--- config.mk ---
export PLATFORM = sky130hd
export DESIGN_NAME = mem_ctrl
export DESIGN_NICKNAME = d
export VERILOG_FILES = /design/src/rtl/mem_pkg.sv /design/src/rtl/mem_ext.sv /design/src/rtl/mem_ctrl.sv
export SDC_FILE = /design/constraint.sdc
export NUM_CORES = 1
export LEC_CHECK = 0
export BUFFER_PORTS_ARGS = -buffer_cell sky130_fd_sc_hd__buf_2
export CAP_MARGIN = 20
export CELL_PAD_IN_SITES_DETAIL_PLACEMENT = 1
export CELL_PAD_IN_SITES_GLOBAL_PLACEMENT = 2
export CORE_MARGIN = 5
export CORE_UTILIZATION = 37
export CTS_BUF_LIST = sky130_fd_sc_hd__clkbuf_8
export DETAILED_ROUTE_END_ITERATION = 10
export PLACE_DENSITY_LB_ADDON = 0.1
export RECOVER_POWER = 100
export SLEW_MARGIN = 20
export SYNTH_ARGS = -nofsm -noshare
export SYNTH_HDL_FRONTEND = slang
export SYNTH_SLANG_ARGS = --single-unit
--- constraint.sdc ---
create_clock -name clk -period 18.9 [get_ports clk]
set_clock_uncertainty 0.05 [all_clocks]
set_input_delay 3.78 -clock clk [delete_from_list [all_inputs] [get_ports clk]]
set_output_delay 3.78 -clock clk [all_outputs]
set_load 0.01 [all_outputs]
--- src/rtl/mem_pkg.sv ---
// Shared encodings for the byte-serialising memory controller.
// The ERR state only exists when MEM_ALIGN_CHK_EN is defined.
package mem_pkg;

    localparam logic [1:0] SZ_B = 2'd0;
    localparam logic [1:0] SZ_H = 2'd1;
    localparam logic [1:0] SZ_W = 2'd2;
    localparam logic [1:0] SZ_D = 2'd3;

    typedef logic [2:0] state_t;

    localparam state_t ST_IDLE   = 3'd0;
    localparam state_t ST_SETUP  = 3'd1;
    localparam state_t ST_STROBE = 3'd2;
    localparam state_t ST_DONE   = 3'd3;
`ifdef MEM_ALIGN_CHK_EN
    localparam state_t ST_ERR    = 3'd4;
`endif

    function automatic logic [3:0] n_bytes(input logic [1:0] size);
        return 4'd1 << size;
    endfunction

endpackage

--- src/rtl/mem_ext.sv ---
// Sign/zero extension of an assembled little-endian load to 64 bits.
module mem_ext
    import mem_pkg::*;
(
    input  logic [1:0]  size_i,
    input  logic        unsgn_i,
    input  logic [63:0] raw_i,
    output logic [63:0] ext_o
);

    always_comb begin
        ext_o = raw_i;
        case (size_i)
            SZ_B:    ext_o = {{56{~unsgn_i & raw_i[7]}},  raw_i[7:0]};
            SZ_H:    ext_o = {{48{~unsgn_i & raw_i[15]}}, raw_i[15:0]};
            SZ_W:    ext_o = {{32{~unsgn_i & raw_i[31]}}, raw_i[31:0]};
            default: ext_o = raw_i;
        endcase
    end

endmodule

--- src/rtl/mem_ctrl.sv ---
// Splits a 1/2/4/8-byte CPU access into ascending single-byte RAM accesses.
// Define MEM_ALIGN_CHK_EN to reject misaligned requests with err.
module mem_ctrl
    import mem_pkg::*;
#(
    parameter int unsigned MADDR_SZ = 32
) (
    input  logic                clk,
    input  logic                rst,
    input  logic                req,
    input  logic                wr,
    input  logic [1:0]          size,
    input  logic                unsgn,
    input  logic [MADDR_SZ-1:0] addr,
    input  logic [63:0]         wdata,
    output logic                ready,
    output logic                done,
    output logic                err,
    output logic [63:0]         rdata,
    output logic [MADDR_SZ-1:0] ram_raddr,
    output logic [MADDR_SZ-1:0] ram_waddr,
    output logic [7:0]          ram_din,
    input  logic [7:0]          ram_dout,
    output logic                ram_re,
    output logic                ram_we
);

    state_t              state_q, state_d;
    logic                wr_q, wr_d;
    logic [1:0]          size_q, size_d;
    logic                unsgn_q, unsgn_d;
    logic [MADDR_SZ-1:0] addr_q, addr_d;
    logic [63:0]         wdata_q, wdata_d;
    logic [2:0]          idx_q, idx_d;
    logic [63:0]         buf_q, buf_d;
    logic [63:0]         rdata_q, rdata_d;
    logic                re_q, re_d;
    logic                we_q, we_d;
    logic [63:0]         ext;
    logic [2:0]          last_idx;

    assign last_idx = 3'(n_bytes(size_q) - 4'd1);

    mem_ext u_ext (
        .size_i  (size_q),
        .unsgn_i (unsgn_q),
        .raw_i   (buf_q),
        .ext_o   (ext)
    );

    always_comb begin
        state_d = state_q;
        wr_d    = wr_q;
        size_d  = size_q;
        unsgn_d = unsgn_q;
        addr_d  = addr_q;
        wdata_d = wdata_q;
        idx_d   = idx_q;
        buf_d   = buf_q;
        rdata_d = rdata_q;
        case (state_q)
            ST_IDLE: begin
                if (req) begin
                    wr_d    = wr;
                    size_d  = size;
                    unsgn_d = unsgn;
                    addr_d  = addr;
                    wdata_d = wdata;
                    idx_d   = '0;
                    buf_d   = '0;
`ifdef MEM_ALIGN_CHK_EN
                    if ((addr[2:0] & 3'(n_bytes(size) - 4'd1)) != 3'd0)
                        state_d = ST_ERR;
                    else
                        state_d = ST_SETUP;
`else
                    state_d = ST_SETUP;
`endif
                end
            end
            ST_SETUP: state_d = ST_STROBE;
            ST_STROBE: begin
                if (!wr_q)
                    buf_d[{idx_q, 3'b000} +: 8] = ram_dout;
                if (idx_q == last_idx) begin
                    state_d = ST_DONE;
                end else begin
                    idx_d   = idx_q + 3'd1;
                    state_d = ST_SETUP;
                end
            end
            ST_DONE: begin
                if (!wr_q)
                    rdata_d = ext;
                state_d = ST_IDLE;
            end
`ifdef MEM_ALIGN_CHK_EN
            ST_ERR: state_d = ST_IDLE;
`endif
            default: state_d = ST_IDLE;
        endcase
    end

    // Strobes come straight from flops so the RAM never sees a decode glitch.
    always_comb begin
        re_d = (state_d == ST_STROBE) && !wr_q;
        we_d = (state_d == ST_STROBE) &&  wr_q;
    end

    always_ff @(posedge clk or posedge rst) begin
        if (rst) begin
            state_q <= ST_IDLE;
            wr_q    <= 1'b0;
            size_q  <= SZ_B;
            unsgn_q <= 1'b0;
            addr_q  <= '0;
            wdata_q <= '0;
            idx_q   <= '0;
            buf_q   <= '0;
            rdata_q <= '0;
            re_q    <= 1'b0;
            we_q    <= 1'b0;
        end else begin
            state_q <= state_d;
            wr_q    <= wr_d;
            size_q  <= size_d;
            unsgn_q <= unsgn_d;
            addr_q  <= addr_d;
            wdata_q <= wdata_d;
            idx_q   <= idx_d;
            buf_q   <= buf_d;
            rdata_q <= rdata_d;
            re_q    <= re_d;
            we_q    <= we_d;
        end
    end

    assign ready     = (state_q == ST_IDLE);
    assign ram_raddr = addr_q + MADDR_SZ'(idx_q);
    assign ram_waddr = addr_q + MADDR_SZ'(idx_q);
    assign ram_din   = wdata_q[{idx_q, 3'b000} +: 8];
    assign ram_re    = re_q;
    assign ram_we    = we_q;

    // The load result is shown live during DONE and registered as DONE is left.
    assign rdata = (state_q == ST_DONE && !wr_q) ? ext : rdata_q;

`ifdef MEM_ALIGN_CHK_EN
    assign done = (state_q == ST_DONE) || (state_q == ST_ERR);
    assign err  = (state_q == ST_ERR);
`else
    assign done = (state_q == ST_DONE);
    assign err  = 1'b0;
`endif

endmodule
==> metrics.txt <==
total global-route track usage=19.5%; Area contributors post-synth=dfrtp_1 (54%), nand2_1 (14%), mux4_2 (3.3%); hold path start=wdata_q[29]; via count=8668; Core Region=0.0289 sq mm; switching power=452 uW; number of DRC markers in iteration 0=447; Synth Cell Area=0.0109 sq mm; post-synthesis cell count=1149; maximum root-to-sink buffer count=3; H-tree depth=2; Max-Slew Margin vs Limit=-232%; Critical Path RT=18.63 ns; EDFF count, synth=0; Starting Density=37.7%; clock slew at reported path FFs=0.05 ns; startpoint types=primary input; Ys Warns=0; DR vias/cell=4.90; LEAKAGE=6.14 nW; Post-synth ARST share=100%; hold path cells=2; top cell type by total area after synthesis=dfrtp_1; I/O pin count=252; Crit Path Class=in -> async; endpoint class of the critical path=asynchronous set/reset pin; Die H=182 microns; Comb power frac=20.5%; Max Fclk=0.102 GHz; PnR worst setup slack=9.09 ns; antenna violations before repair=1; Hold WC Path Type=reg -> reg; vias in the first global route=9423; post-synth cell types=51; Finished Cell Area=0.0129 sq mm; reg2reg end=buf_q[54]; CTS root buffer=clkbuf_8; antenna-violating nets left=0; failing checks=capacitance limit, slew limit; PwrDens=112 mW/mm^2; layout cell share with drive strength beyond 1=15.0%; placed cell areas=0.0122 sq mm; Detailed Place HPWL=22.2 mm; GP Congestion=0.784; max-slew violation count=583; hold path endpoint=wdata_q[29]; # setup viols final=0; width of the die=182 microns; switching part of the total=31.3%; critical path arrival=9.54 ns; RSZ-0062 raised after global routing=no; Gates resized, CTS repair=0; most frequent cell after synthesis=nand2_1; Hold Buf Count CTS=0; most frequently used flop master after synthesis=dfrtp_1; Period minus WS final=9.81 ns; Clock Power Share=35.2%; area grow syn2layout=18.4%; Int Pwr=994 uW; cts bufs inserted=45; status=finished, violations left; area share of the largest cell type after synthesis=54.1%; R2R Setup Slk=13.15 ns; Setup TNS Final=0 ns; Post-synth top cells=nand2_1 (418), dfrtp_1 (236), nor2_1 (66); site row count=62; final worst-path cycle share=51.9%; CTS sink cnt=236; global route overflow=0; Peak supply drop=0.0000583 V; DP Worst Slack=12.18 ns; Sequential Power Share=44.3%; first-pass GRT wire length=52.6 mm; Slew @ Worst Pin=4.96 ns; latest clock arrival within the worst-skew pair=0.54 ns; Crit Path Max Fanout=110; postcts setup bufs=0; largest net degree at the start of global routing=111; WL final=32.7 mm; Max-cap violations=10; syn avg cell area=9.50 sq um; CTS tree=yes; drt first pass iters=4; Layout Nets=1477; final hold violation count=0; Die ar.=0.0330 sq mm; r2r startpoint=idx_q[0]; Worst R2R Path Depth=6; IO Port Bufs=250; number of synthesized register bits=236; sequential-to-total area share from yosys stat=54.1%; Wirelength per Cell=18.5 microns; drc violations=0
## cells by family after synthesis
group                      after synthesis  synth area share (%)
adders and majority gates               10                  1.22
muxes                                   58                  7.27
AOI/OAI and AO/OA                      121                  7.65
other                                    1                0.0344
buffers and inverters                  134                  6.01
xor gates and xnor gates                30                  2.41
and+or+nand+nor                        559                  21.3
DFF                                    236                  54.1
## worst max-delay path by stage
| stage | from | endpoint | slack (ns) | depth (start not counted) |
|---|---|---|---|---|
| 6_report | rst | rdata_q[36] | 9.09 | 3 |
| 5_1_grt | rst | rdata_q[38] | 7.68 | 3 |
| 4_1_cts | idx_q[0] | ram_waddr[22] | 11.60 | 7 |
| 3_5_place_dp | idx_q[0] | ram_waddr[22] | 12.18 | 7 |
| 3_3_place_gp | idx_q[0] | ram_waddr[22] | 12.26 | 7 |
| 2_1_floorplan | rst | addr_q[0] | 8.60 | 1 |
## layer usage
metal | vias to the layer above | part of all wire, % | GRT usage [%] | wire length, microns
met5 | - | 0 | 0 | 0
met4 | 0 | 1.5 | 3.99 | 475
met3 | 47 | 5.4 | 3.90 | 1760
met2 | 221 | 45 | 30.9 | 14800
met1 | 4220 | 48 | 27.9 | 15700
li1 | 4180 | - | - | -
## cell usage in the layout (no fill, tap or decap), types with 7 or more instances in the layout
cell type,instances
nand4_1,17
dfrtp_1,236
mux4_2,16
nor3_1,7
o21ai_0,14
a31oi_1,41
ha_1,9
a21oi_1,23
xnor2_1,26
inv_1,42
clkbuf_8,60
nand2_1,418
and3_1,8
mux2i_1,32
nand3_1,13
mux2_1,8
a22o_1,30
buf_2,109
clkbuf_1,146
nor2_1,65
## cell type report
cell class	instances	area [sq um]
Inverter	33	125
Tap cell	384	480
Sequential cell	236	5910
Multi-Input combinational cell	780	4360
Clock inverter	16	95.1
Antenna cell	1	2.50
Timing Repair Buffer	260	1130
Fill cell	3499	16000
Clock buffer	60	826
## power groups by stage
| stage | sequential (mW) | combinational, mW | clock, mW |
|---|---|---|---|
| detailed placement | 0.648 | 0.318 | 0 |
| global placement | 0.646 | 0.311 | 0 |
| global route | 0.651 | 0.336 | 0.552 |
| floorplan | 0.630 | 0.211 | 0 |
| finish | 0.640 | 0.297 | 0.510 |
| CTS | 0.640 | 0.320 | 0.528 |
## flip-flops by register name, summed over array words and instances, names as in the netlist
register	count
addr_q	32
buf_q	64
idx_q	3
ram_re	1
ram_we	1
rdata_q	64
size_q	2
state_q	3
unsgn_q	1
wdata_q	64
wr_q	1
## stage by stage
stage                     utilization [%]  power (mW)  cells  hold WS, ns
after floorplan                         -       0.842   1150        0.386
after global placement               42.3       0.957   1693        0.404
after detailed placement             42.3       0.967   1693        0.410
after CTS                            45.4        1.49   1769        0.424
after global routing                 44.7        1.54   1770        0.440
final                                44.7        1.45   1770        0.418
## critical path, cell delays in order
cell	delay [ns]
clkbuf_1	0.08
clkinvlp_2	2.70
clkbuf_1	2.79
Note: power is estimated with default switching activity, not from simulation.
